==> src/rtl/muldiv_ctrl_pkg.sv <==
// Shared definitions for the multiply/divide controller: operation codes,
// FSM state encoding and small op-decode helpers.
package muldiv_ctrl_pkg;

    localparam logic [1:0] MD_MULT  = 2'b00;
    localparam logic [1:0] MD_MULTU = 2'b01;
    localparam logic [1:0] MD_DIV   = 2'b10;
    localparam logic [1:0] MD_DIVU  = 2'b11;

    typedef enum logic [1:0] {
        ST_IDLE = 2'b00,
        ST_RUN  = 2'b01,
        ST_FIX  = 2'b10
    } md_state_t;

    // Bit 1 of the op code selects divide, bit 0 selects unsigned.
    function automatic logic op_is_div(input logic [1:0] op);
        return op[1];
    endfunction

    function automatic logic op_is_signed(input logic [1:0] op);
        return ~op[0];
    endfunction

endpackage

==> src/rtl/muldiv_step.sv <==
// One combinational iteration of the multiply/divide engine.
// Multiply: add-shift on a 2*WIDTH accumulator {partial_hi, multiplier}.
// Divide (only when MULDIV_DIV_EN is defined): restoring trial-subtract-shift
// on {remainder, dividend/quotient}.
module muldiv_step
    import muldiv_ctrl_pkg::*;
#(
    parameter int WIDTH = 32
) (
`ifdef MULDIV_DIV_EN
    input  logic                 div_mode,
`endif
    input  logic [2*WIDTH-1:0]   acc,
    input  logic [WIDTH-1:0]     operand,
    output logic [2*WIDTH-1:0]   acc_next
);

    logic [WIDTH:0] mul_sum_s;
`ifdef MULDIV_DIV_EN
    logic [WIDTH:0] div_shift_s;
    logic [WIDTH:0] div_trial_s;
`endif

    // Single iteration: multiplier LSB gates the add, carry shifts into the top.
    always_comb begin
        mul_sum_s = {1'b0, acc[2*WIDTH-1:WIDTH]}
                  + (acc[0] ? {1'b0, operand} : {(WIDTH+1){1'b0}});
        acc_next  = {mul_sum_s, acc[WIDTH-1:1]};
`ifdef MULDIV_DIV_EN
        // Shifted remainder needs one extra bit so the trial borrow is visible.
        div_shift_s = acc[2*WIDTH-1:WIDTH-1];
        div_trial_s = div_shift_s - {1'b0, operand};
        if (div_mode) begin
            if (div_trial_s[WIDTH] == 1'b0) begin
                acc_next = {div_trial_s[WIDTH-1:0], acc[WIDTH-2:0], 1'b1};
            end else begin
                acc_next = {div_shift_s[WIDTH-1:0], acc[WIDTH-2:0], 1'b0};
            end
        end else begin
            acc_next = {mul_sum_s, acc[WIDTH-1:1]};
        end
`endif
    end

endmodule

==> src/rtl/muldiv_ctrl.sv <==
// Multi-cycle MULT/MULTU/DIV/DIVU controller owning HI/LO.
// Runs WIDTH iterations on operand magnitudes, then one sign fix-up cycle.
// Optional feature macro: MULDIV_DIV_EN (enables DIV/DIVU; without it the
// divide datapath is absent and divide requests are ignored).
module muldiv_ctrl
    import muldiv_ctrl_pkg::*;
#(
    parameter int WIDTH = 32
) (
    input  logic             clk,
    input  logic             reset,
    input  logic             StartE,
    input  logic [1:0]       MdOpE,
    input  logic [WIDTH-1:0] SrcAE,
    input  logic [WIDTH-1:0] SrcBE,
    input  logic             HiWE,
    input  logic             LoWE,
    input  logic [WIDTH-1:0] MtDataE,
    output logic [WIDTH-1:0] Hi,
    output logic [WIDTH-1:0] Lo,
    output logic             MdBusy,
    output logic             MdDone
);

    localparam int CW = $clog2(WIDTH);

    md_state_t          state_r, state_s;
    logic [CW-1:0]      count_r;
    logic [2*WIDTH-1:0] acc_r, acc_step_s, prod_s;
    logic [WIDTH-1:0]   operand_r;
    logic               neg_res_r;
    logic               op_legal_s, start_ok_s;
    logic               a_neg_s, b_neg_s;
    logic [WIDTH-1:0]   a_mag_s, b_mag_s, hi_fix_s, lo_fix_s;
`ifdef MULDIV_DIV_EN
    logic               is_div_r, neg_rem_r;
`endif

    function automatic logic [WIDTH-1:0] neg_w(input logic [WIDTH-1:0] x);
        return ~x + {{(WIDTH-1){1'b0}}, 1'b1};
    endfunction

    function automatic logic [2*WIDTH-1:0] neg_2w(input logic [2*WIDTH-1:0] x);
        return ~x + {{(2*WIDTH-1){1'b0}}, 1'b1};
    endfunction

    muldiv_step #(.WIDTH(WIDTH)) u_step (
`ifdef MULDIV_DIV_EN
        .div_mode (is_div_r),
`endif
        .acc      (acc_r),
        .operand  (operand_r),
        .acc_next (acc_step_s)
    );

    // Start qualification and operand magnitude/sign extraction.
    always_comb begin
`ifdef MULDIV_DIV_EN
        op_legal_s = 1'b1;
`else
        op_legal_s = ~MdOpE[1];
`endif
        start_ok_s = StartE & op_legal_s & (state_r == ST_IDLE);
        a_neg_s    = op_is_signed(MdOpE) & SrcAE[WIDTH-1];
        b_neg_s    = op_is_signed(MdOpE) & SrcBE[WIDTH-1];
        a_mag_s    = a_neg_s ? neg_w(SrcAE) : SrcAE;
        b_mag_s    = b_neg_s ? neg_w(SrcBE) : SrcBE;
    end

    // Next-state logic: IDLE -> RUN for WIDTH cycles -> FIX -> IDLE.
    always_comb begin
        state_s = state_r;
        case (state_r)
            ST_IDLE: begin
                if (start_ok_s) state_s = ST_RUN;
                else            state_s = ST_IDLE;
            end
            ST_RUN: begin
                if (count_r == {CW{1'b0}}) state_s = ST_FIX;
                else                       state_s = ST_RUN;
            end
            ST_FIX:  state_s = ST_IDLE;
            default: state_s = ST_IDLE;
        endcase
    end

    // Sign fix-up of the raw magnitude result in FIX.
    always_comb begin
        prod_s   = neg_res_r ? neg_2w(acc_r) : acc_r;
        hi_fix_s = prod_s[2*WIDTH-1:WIDTH];
        lo_fix_s = prod_s[WIDTH-1:0];
`ifdef MULDIV_DIV_EN
        if (is_div_r) begin
            lo_fix_s = neg_res_r ? neg_w(acc_r[WIDTH-1:0]) : acc_r[WIDTH-1:0];
            hi_fix_s = neg_rem_r ? neg_w(acc_r[2*WIDTH-1:WIDTH])
                                 : acc_r[2*WIDTH-1:WIDTH];
        end else begin
            hi_fix_s = prod_s[2*WIDTH-1:WIDTH];
            lo_fix_s = prod_s[WIDTH-1:0];
        end
`endif
    end

    // State register with registered busy/done so nothing combinational reaches the hazard unit.
    always_ff @(posedge clk) begin
        if (reset) begin
            state_r <= ST_IDLE;
            MdBusy  <= 1'b0;
            MdDone  <= 1'b0;
        end else begin
            state_r <= state_s;
            MdBusy  <= (state_s != ST_IDLE);
            MdDone  <= (state_r == ST_FIX);
        end
    end

    // Datapath: operand capture, iteration, HI/LO write-back and MTHI/MTLO.
    always_ff @(posedge clk) begin
        if (reset) begin
            count_r   <= {CW{1'b0}};
            acc_r     <= {(2*WIDTH){1'b0}};
            operand_r <= {WIDTH{1'b0}};
            neg_res_r <= 1'b0;
            Hi        <= {WIDTH{1'b0}};
            Lo        <= {WIDTH{1'b0}};
`ifdef MULDIV_DIV_EN
            is_div_r  <= 1'b0;
            neg_rem_r <= 1'b0;
`endif
        end else begin
            case (state_r)
                ST_IDLE: begin
                    if (start_ok_s) begin
                        count_r   <= CW'(WIDTH-1);
                        neg_res_r <= a_neg_s ^ b_neg_s;
`ifdef MULDIV_DIV_EN
                        is_div_r  <= op_is_div(MdOpE);
                        neg_rem_r <= a_neg_s;
                        if (op_is_div(MdOpE)) begin
                            acc_r     <= {{WIDTH{1'b0}}, a_mag_s};
                            operand_r <= b_mag_s;
                        end else begin
                            acc_r     <= {{WIDTH{1'b0}}, b_mag_s};
                            operand_r <= a_mag_s;
                        end
`else
                        acc_r     <= {{WIDTH{1'b0}}, b_mag_s};
                        operand_r <= a_mag_s;
`endif
                    end else if (!StartE) begin
                        // A coincident start always drops the move.
                        if (HiWE) Hi <= MtDataE;
                        if (LoWE) Lo <= MtDataE;
                    end
                end
                ST_RUN: begin
                    acc_r   <= acc_step_s;
                    count_r <= count_r - {{(CW-1){1'b0}}, 1'b1};
                end
                ST_FIX: begin
                    Hi <= hi_fix_s;
                    Lo <= lo_fix_s;
                end
                default: begin
                    count_r <= {CW{1'b0}};
                end
            endcase
        end
    end

endmodule

==> config.mk <==
export PLATFORM = sky130hd
export DESIGN_NAME = muldiv_ctrl
export DESIGN_NICKNAME = d
export VERILOG_FILES = /design/src/rtl/muldiv_ctrl_pkg.sv /design/src/rtl/muldiv_step.sv /design/src/rtl/muldiv_ctrl.sv
export SDC_FILE = /design/constraint.sdc
export NUM_CORES = 1
export LEC_CHECK = 0
export BUFFER_PORTS_ARGS = -buffer_cell sky130_fd_sc_hd__buf_2
export CORE_UTILIZATION = 40
export DETAILED_ROUTE_END_ITERATION = 6
export PLACE_DENSITY = 0.68
export SLEW_MARGIN = 20
export SYNTH_ARGS = -nofsm -noshare
export SYNTH_HDL_FRONTEND = slang
export SYNTH_SLANG_ARGS = --single-unit
==> constraint.sdc <==
create_clock -name clk -period 2.95 [get_ports clk]
set_input_delay 0.4425 -clock clk [delete_from_list [all_inputs] [get_ports clk]]
set_output_delay 0.4425 -clock clk [all_outputs]
set_load 0.02 [all_outputs]
; ---- After elaboration in Yosys (flattened, before gate mapping)
; Cells that the tools add are included.
[word_totals]
inputBits = 103
ff_bits = 170
output_inout_bits = 66
[op_classes]
add_sub_neg = 5
bitwise = 11
muxes = 19
n_reduce_logical = 10
eq_ne = 7
[op_table]
columns = operator, n
row1 = $mux W32, 9
row2 = $mux W64, 2
row3 = $pmux W32 S2, 2
row4 = $pmux W64 S2, 1
row5 = $add A32 B1 Y32 const B, 2
row6 = $add A64 B1 Y64 const B, 1
row7 = $not A32 Y32, 2
row8 = $not A64 Y64, 1
row9 = $add A32 B33 Y33, 1
row10 = $pmux W5 S3, 1
row11 = $ne A2 B2 Y1 const B, 5
row12 = $reduce_and A4 Y1, 2
row13 = $reduce_and A2 Y1, 3
row14 = $reduce_bool A2 Y1, 3
row15 = $logic_not A5 Y1, 1
row16 = $mux W5, 1
row17 = $sub A5 B1 Y5 const B, 1
row18 = $and A1 B1 Y1, 4
row19 = $pmux W2 S2, 1
row20 = $not A1 Y1, 3
row21 = $eq A2 B1 Y1 const B, 1
row22 = $eq A2 B2 Y1 const B, 1
row23 = $logic_not A2 Y1, 1
row24 = $mux W2, 1
row25 = other kinds (2), 2

; ---- Longest topological paths before layout
; Gate-level depths: netlist of run 1.
[depth]
depth_word = 6
mapped_depth = 13
depth_no_buf = 11

; ---- Modules after synthesis
; Synthesis of run 1 repeated with hierarchy kept, for this count alone.
[hier_totals]
hier_cells = 1416
hier_area_um2 = 11370.9
[modules_own_cells]
columns = module, n_inst, seq_area_each_um2, area_per_inst_um2, cells_per_inst
row1 = muldiv_ctrl, 1, 3403.3, 9183.8, 1121
row2 = muldiv_step, 1, 0.0, 2187.1, 295

; ---- Worst setup path before layout of run 1
; No wires, ideal clock.
[synth_path]
path_type = register to register
start = reg acc_r[0]
end = reg Hi[24]
synth_period_minus_slack_ns = 3.013
path_buffers = 3
arrival_time_ns = 2.885
setup_ns = 0.128
slack_ns = -0.063
stages_incl_launch_ff = 13
cell_sequence = dfxtp_1 clkbuf_1 clkbuf_1 inv_1 ha_1 or4b_2 nor4_4 nand4_1 clkbuf_1 nor3_1 mux2_2 a221oi_1 nor2_1
[synth_via]
elab_chain_len = 4
[synth_rtl]
columns = element, line_no
row1 = start: declaration, muldiv_ctrl.sv:29  ; logic [2*WIDTH-1:0] acc_r, acc_step_s, prod_s;
row2 = start signal: assignment, muldiv_ctrl.sv:121  ; acc_r <= {(2*WIDTH){1'b0}};
row3 = start signal: assignment, muldiv_ctrl.sv:147  ; acc_r <= {{WIDTH{1'b0}}, b_mag_s};
row4 = start signal: assignment, muldiv_ctrl.sv:157  ; acc_r <= acc_step_s;
row5 = $not A64 Y64, muldiv_ctrl.sv:44  ; return ~x + {{(2*WIDTH-1){1'b0}}, 1'b1};
row6 = $add A64 B1 Y64, muldiv_ctrl.sv:44
row7 = $mux W64, muldiv_ctrl.sv:89  ; prod_s = neg_res_r ? neg_2w(acc_r) : acc_r;
row8 = $pmux W32 S2, muldiv_ctrl.sv:131  ; case (state_r)
row9 = end signal: assignment, muldiv_ctrl.sv:124  ; Hi <= {WIDTH{1'b0}};
row10 = end signal: assignment, muldiv_ctrl.sv:152  ; if (HiWE) Hi <= MtDataE;
row11 = end signal: assignment, muldiv_ctrl.sv:161  ; Hi <= hi_fix_s;
row12 = end: declaration, muldiv_ctrl.sv:19  ; output logic [WIDTH-1:0] Hi,
; No other way between the ends.
; A chain may end at the register's enable or synchronous reset.

; ---- Worst setup path in the final report of run 1
; Same ends and word-level chain as after synthesis.

==> flow_summary.toml, run 1 <==
[setup_path]
worst_ep_arrival_time_ns = 3.21
rrSetupSlack_ns = 0.05
crit_slowest_cell = "or4b_4"
worst_path_most_repeated_cell = "buf_6"
rr_worst_depth = 11
cp_cell_sequence = "buf_6, inv_4, ha_4, or4b_4, nor4_4, nand4_1, buf_6, nor3_4, mux2_4, a221oi_2, nor2_1"
cp-start-kind = "flop"
critPathKind = "flop to flop"
critical-path-top-delay-family = "simple AND/OR/NAND/NOR gates"
r2r-start = "acc_r[0]"
worstPathMaxFanout = 8
crit_path_end_kind = "flop"
cp.required_ns = 3.26
max_stage_delay_ns = 0.49
cp.buffers_inverters = 3
reg2reg_to = "Hi[24]"

[floorplan]
coreArea_um2 = 27000
die_w_um = 168
dieArea_um2 = 28300
initial_core_util = 0.409
io-pin-count = 169
num_rows = 60
die_y_um = 168

[cts]
clk_pin_slew_worst_paths_ns = 0.08
cts_tree = "yes"
postCtsHoldBufs = 0
cts_sinks = 170
root_buffer = "clkbuf_16"
worstSkewPairLatency_ns = 0.44
cts_buffer_depth = 2
cts_buffers = 17
htree_levels = 4

[placed_design]
hpwl_mm = 27.2
place_ws_ns = 0.0342
io_buffers = 168
gp_congestion = 0.941

[drt]
drc = 0
drtIter0Drc = 1019
wl_mm = 35.3
via_per_inst = 5.73
drt-pass1-iter-count = 5
final_antenna_net_count = 0
routedWlPerCell_um = 18.2
dr_total_vias = 11100

[global_routing]
antenna_found_initial = 0
grt_overflow = 0
grt_use_total = 0.243
grt_start_max_net_pins = 66
grt_pass1_vias = 10200
grt_pass1_wl_mm = 54.5

[pwr]
p_per_area_nw_per_um2 = 460
p_comb_frac = 0.219
ir_drop_mv = 0.359
p_clk_frac = 0.365
switching_share = 0.333
leakage_uw = 0.00547
intPower_uw = 4140
power.switching_uw = 2060
total_power_uw = 6200
p_seq_frac = 0.415

[yosys]
synthArstFlopShare = 0
syn_area_um2 = 11000
post_synth.cell_area_avg_um2 = 7.94
synthFlopType = "dfxtp_1"
yosysTopAreaCellShare = 0.308
synth_warnings = 0
ys_ff_latch = 170
synth_top_area_cell = "dfxtp_1"
synth.distinct_cells = 67
ys_seq_area_frac = 0.308
synth_cells = 1391
synth_edf_count = 0
ys_top_cells_by_area = "dfxtp_1, a211oi_1, xor2_1, o21ai_0, xnor2_1"
syn_nets = 1531

[worst_hold_path]
min_delay_path_depth = 3
hp-class = "primary input to flop"
min_to = "operand_r[0]"
min_from = "SrcAE[0]"

[status]
status = "completed"

[sta]
worst_slack_ns = 0.0459
period_needed_ns = 2.90
hold_ws_ns = 0.289
fmax_mhz = 344
final-hold-violation-count = 0
setup_viol = 0
report.final.slew_viol_count = 0
fin_crit_sh = 0.984
max_slew_margin = 0.423
skew_ns = 0.0107
tightest_slew_ns = 0.866
rsz0062_at_grt = "true"

[final_layout]
area_growth_pct = 22.2
register_area_um2 = 3410
drive_above_1_share = 0.215
final_nets = 1724
fillers = 2600
multiInputGateArea_um2 = 7340

[run]
drv_cap = 0
[worst min-delay path: cells and delay by family]
kind | cells | cell delay, ns
buffers and inverters | 1 | 0.13
and+or+nand+nor | 1 | 0.06
AOI/OAI and AO/OA | 1 | 0.05
[area by class of cell]
class / count / area share
inverter: 24 / 0.00686
multi-input combinational: 1104 / 0.544
clock buffer: 17 / 0.0315
clock inverter: 15 / 0.0131
sequential: 170 / 0.253
antenna: 1 / 0.000186
timing repair buffer: 267 / 0.120
tap: 341 / 0.0316
[per-layer routing]
| metal | global-route usage | share of wire | vias up | wire [µm] |
|---|---|---|---|---|
| met4 | 0.0708 | 0.021 | 0 | 736 |
| li1 | - | - | 5516 | - |
| met3 | 0.0308 | 0.076 | 42 | 2680 |
| met5 | 0 | 0 | - | 0 |
| met2 | 0.375 | 0.43 | 473 | 15200 |
| met1 | 0.352 | 0.47 | 5075 | 16700 |
[worst max path at each step]
stage | end | from | slack, ns | cells after the start
after floorplan | acc_r[58] | acc_r[0] | 0.01 | 11
after global placement | acc_r[62] | acc_r[0] | 0.07 | 12
after detailed placement | Hi[16] | acc_r[0] | 0.03 | 11
after CTS | Hi[16] | acc_r[0] | 0.008 | 11
after global routing | Hi[24] | acc_r[0] | -0.03 | 11
final | Hi[24] | acc_r[0] | 0.05 | 11
[state kept, by name (all words and copies together), names as in the netlist]
register   cells
MdBusy         1
operand_r     32
Lo            32
MdDone         1
acc_r         64
count_r        5
Hi            32
neg_res_r      1
state_r        2
[synth_stat cells, types with 3 or more instances]
| cell type | instances |
|---|---|
| o22ai_1 | 25 |
| nand4_1 | 13 |
| buf_1 | 8 |
| nand2b_1 | 14 |
| nand3_1 | 15 |
| nor3_1 | 30 |
| clkbuf_1 | 84 |
| or2_2 | 6 |
| a211oi_1 | 83 |
| and2_1 | 37 |
| o41ai_1 | 16 |
| a21o_1 | 14 |
| a22o_1 | 3 |
| a311oi_1 | 3 |
| o21ai_0 | 115 |
| or4_1 | 13 |
| and3_1 | 7 |
| a22oi_1 | 31 |
| a32o_1 | 3 |
| nor4_1 | 12 |
| mux2i_1 | 34 |
| ha_1 | 36 |
| nand2_1 | 110 |
| o21bai_1 | 8 |
| a2111oi_0 | 4 |
| xnor2_1 | 65 |
| o21a_1 | 7 |
| xor2_1 | 69 |
| or3_1 | 25 |
| nor2b_1 | 9 |
| o31ai_1 | 33 |
| a21oi_1 | 76 |
| inv_1 | 23 |
| o311ai_0 | 3 |
| o211ai_1 | 5 |
| nor2_1 | 132 |
| a31oi_1 | 7 |
| or4_4 | 3 |
| and4_1 | 3 |
| dfxtp_1 | 170 |
[placed cells by master, fill, tap and decap left out, drive strengths merged, types with 4 or more instances in the layout]
master / instances
o21a: 7
a31oi: 7
a21o: 14
nor2: 132
a211oi: 83
xnor2: 65
and2: 37
nor4: 15
a22oi: 31
o211ai: 5
nand2b: 14
dfxtp: 170
a2111oi: 4
mux2i: 34
nand3: 15
nor3: 31
buf: 267
nand2: 110
o21bai: 8
o41ai: 17
ha: 36
or3: 25
and3: 7
clkinv: 9
xor2: 69
clkbuf: 17
or4: 16
or2: 6
o22ai: 25
o31ai: 35
a21oi: 76
inv: 30
o21ai: 115
nor2b: 9
nand4: 14
[logic make-up (layout without fill, tap and decap cells)]
family	Yosys count	after routing	share of synthesized area
buf+inv	117	323	0.0399
flops	170	170	0.308
fa+ha+maj	37	37	0.0426
simple gates	445	445	0.202
other cells	0	1	0
xor+xnor	134	134	0.106
compound gates	453	453	0.269
mux	35	35	0.0318
[stage by stage]
stage / setup TNS (ns) / instance area (µm²) / cells / utilization
after global placement: 0 / 12700 / 1898 / 0.470
final: 0 / 13500 / 1939 / 0.499
after floorplan: 0 / 11000 / 1391 / -
after global routing: -0.0437 / 13500 / 1938 / 0.499
after detailed placement: 0 / 12700 / 1898 / 0.470
after CTS: 0 / 13300 / 1930 / 0.493
[power groups by stage]
stage	registers, µW	clock network [µW]	logic, µW
2_1_floorplan	2680	0	762
3_3_place_gp	2620	0	1280
3_5_place_dp	2630	0	1290
4_1_cts	2570	2300	1300
5_1_grt	2590	2380	1480
6_report	2580	2260	1360
[repair_timing]
item | 4_1_cts | 5_1_grt
pin swaps | 0 | 8
gates resized for setup | 1 | 31
hold endpoints to repair | 0 | 0
setup endpoints to repair | 1 | 30
gates cloned | 0 | 1
setup buffers | 0 | 7
No activity file was read; power rests on OpenSTA's default activity.
==> inputs of run 2 (changes only) <==
ABC_AREA = 1   (was unset)
PLACE_DENSITY = 0.67   (was 0.68)
==> flow_summary.toml, run 2 <==
[floorplan]
initial_core_util = 0.408
coreArea_um2 = 31700
num_rows = 65
die_y_um = 182
dieArea_um2 = 33100
io-pin-count = 169
die_w_um = 182

[yosys]
ys_ff_latch = 170
synth_commonest_cells = "nand2_1, inv_1, nor2_1"
post_synth.cell_area_avg_um2 = 6.00
synth_cells = 2158
ys_seq_area_frac = 0.263
synthArstFlopShare = 0
synth.most_common_cell = "nand2_1"
ys_top_cells_by_area = "dfxtp_1, nand2_1, nand3_1, inv_1, a21oi_1"
synth_edf_count = 0
synth.distinct_cells = 53
syn_nets = 2298
synth_warnings = 0
syn_area_um2 = 12900
yosysTopAreaCellShare = 0.263
synth_top_area_cell = "dfxtp_1"
synthFlopType = "dfxtp_1"

[global_routing]
grt_start_max_net_pins = 97
grt_pass1_vias = 13400
grt_overflow = 0
grt_use_total = 0.279
grt_pass1_wl_mm = 72.7
antenna_found_initial = 0

[cts]
htree_levels = 4
root_buffer = "clkbuf_16"
clk_pin_slew_worst_paths_ns = 0.08
ctsResizeCount = 0
cts_buffer_depth = 2
cts_setup_buffers = 0
postCtsHoldBufs = 0
cts_sinks = 170
cts_buffers = 17
cts_tree = "yes"
worstSkewPairLatency_ns = 0.45

[run]
drv_cap = 0

[worst_hold_path]
min_from = "SrcAE[1]"
min_delay_path_depth = 3
hp-class = "primary input to flop"
min_to = "operand_r[1]"

[status]
status = "completed"

[setup_path]
cp_cell_sequence = "nand2_1, inv_1, ha_1, inv_1, fa_1, o21ai_1, nand2_1, nand2_1, nand2_1, nand2_1, nand2_1, nand2_1, nand2_1, nand3_1, o21ai_1"
rr_worst_depth = 15
cp-start-kind = "flop"
crit_slowest_cell = "dfxtp_1"
worst_path_most_repeated_cell = "nand2_1"
worst_ep_arrival_time_ns = 2.76
cp.required_ns = 3.28
r2r-start = "acc_r[0]"
rrSetupSlack_ns = 0.52
crit_path_end_kind = "flop"
critical-path-top-delay-family = "simple AND/OR/NAND/NOR gates"
worstPathMaxFanout = 7
reg2reg_to = "acc_r[49]"
max_stage_delay_ns = 0.51
cp.buffers_inverters = 2
critPathKind = "flop to flop"

[drt]
routedWlPerCell_um = 17.3
drtIter0Drc = 1389
dr_total_vias = 14900
drc = 0
drt-pass1-iter-count = 7
final_antenna_net_count = 0
wl_mm = 46.5
via_per_inst = 5.53

[sta]
setup_viol = 0
rsz0062_at_grt = "false"
period_needed_ns = 2.43
hold_ws_ns = 0.272
max_slew_margin = 0.483
skew_ns = 0.0134
fmax_mhz = 411
tns_ns = 0
fin_crit_sh = 0.824
report.final.slew_viol_count = 0
final-hold-violation-count = 0
tightest_slew_ns = 0.775
worst_slack_ns = 0.520

[final_layout]
area_growth_pct = 13.2
final_cells = 2698
n_antenna_cell = 0
finalCoreUtilization = 0.462
largest_register_ffs = 64
final_nets = 2423
layout_commonest_cell = "nand2_1"
drive_above_1_share = 0.132
fillers = 3371
top_register = "acc_r"
layout_common_cells = "nand2_1, inv_1, nor2_1, nand3_1, a21oi_1"

[pwr]
leakage_uw = 0.00740
ir_drop_mv = 0.399
p_per_area_nw_per_um2 = 467

[placed_design]
io_buffers = 168
gp_congestion = 1.04
place_ws_ns = 0.560
placedCellCount = 2666
hpwl_mm = 36.6
## run 2: logic make-up after synthesis
logic type,share of synthesized area
and+or+nand+nor,0.378
AOI/OAI and AO/OA,0.203
buffers and inverters,0.113
DFF,0.263
adders and majority gates,0.0363
xor gates and xnor gates,0.00609
## run 2: per-layer routing
layer  global-route usage  part of all wire
met1                0.404              0.46
met2                0.419              0.41
met3               0.0519              0.10
met4               0.0787             0.021
met5                    0                 0
## run 2: worst max-delay path by stage
stage                  start   endpoint  cells past startpoint
finish              acc_r[0]  acc_r[49]                     15
global route        acc_r[0]  acc_r[49]                     15
detailed placement  acc_r[0]  acc_r[61]                     15
global placement    acc_r[0]  acc_r[61]                     15
CTS                 acc_r[0]  acc_r[49]                     15
floorplan           acc_r[0]  acc_r[49]                     17
## run 2: final cells by class
| class | instances | area [µm²] | share of cell area |
|---|---|---|---|
| multi-input combinational | 1636 | 8070 | 0.551 |
| sequential | 170 | 3400 | 0.232 |
| inverter | 273 | 1030 | 0.0705 |
| timing repair buffer | 185 | 1020 | 0.0695 |
| tap | 402 | 503 | 0.0343 |
| clock buffer | 17 | 425 | 0.0290 |
| clock inverter | 15 | 198 | 0.0135 |
## run 2: worst register-to-register path, cell delays in order, from the launching register on
cell,delay (ns)
dfxtp_1,0.51
nand2_1,0.09
inv_1,0.06
ha_1,0.17
inv_1,0.07
fa_1,0.40
o21ai_1,0.28
nand2_1,0.11
nand2_1,0.12
nand2_1,0.06
nand2_1,0.11
nand2_1,0.09
nand2_1,0.07
nand2_1,0.05
nand3_1,0.06
o21ai_1,0.06
## run 2: power by group
part / total [µW] / switching, µW / internal (µW) / leakage (µW)
registers: 2620 / 147 / 2470 / 0.00139
clock network: 2460 / 1160 / 1300 / 0.000302
logic: 1760 / 1220 / 542 / 0.00571
total: 6840 / 2530 / 4310 / 0.00740
## run 2: through the flow
stage	instance area, µm²	power (µW)
2_1_floorplan	12900	3850
5_1_grt	14700	7130
4_1_cts	14700	6800
3_5_place_dp	14000	4390
6_report	14700	6840
3_3_place_gp	14000	4370
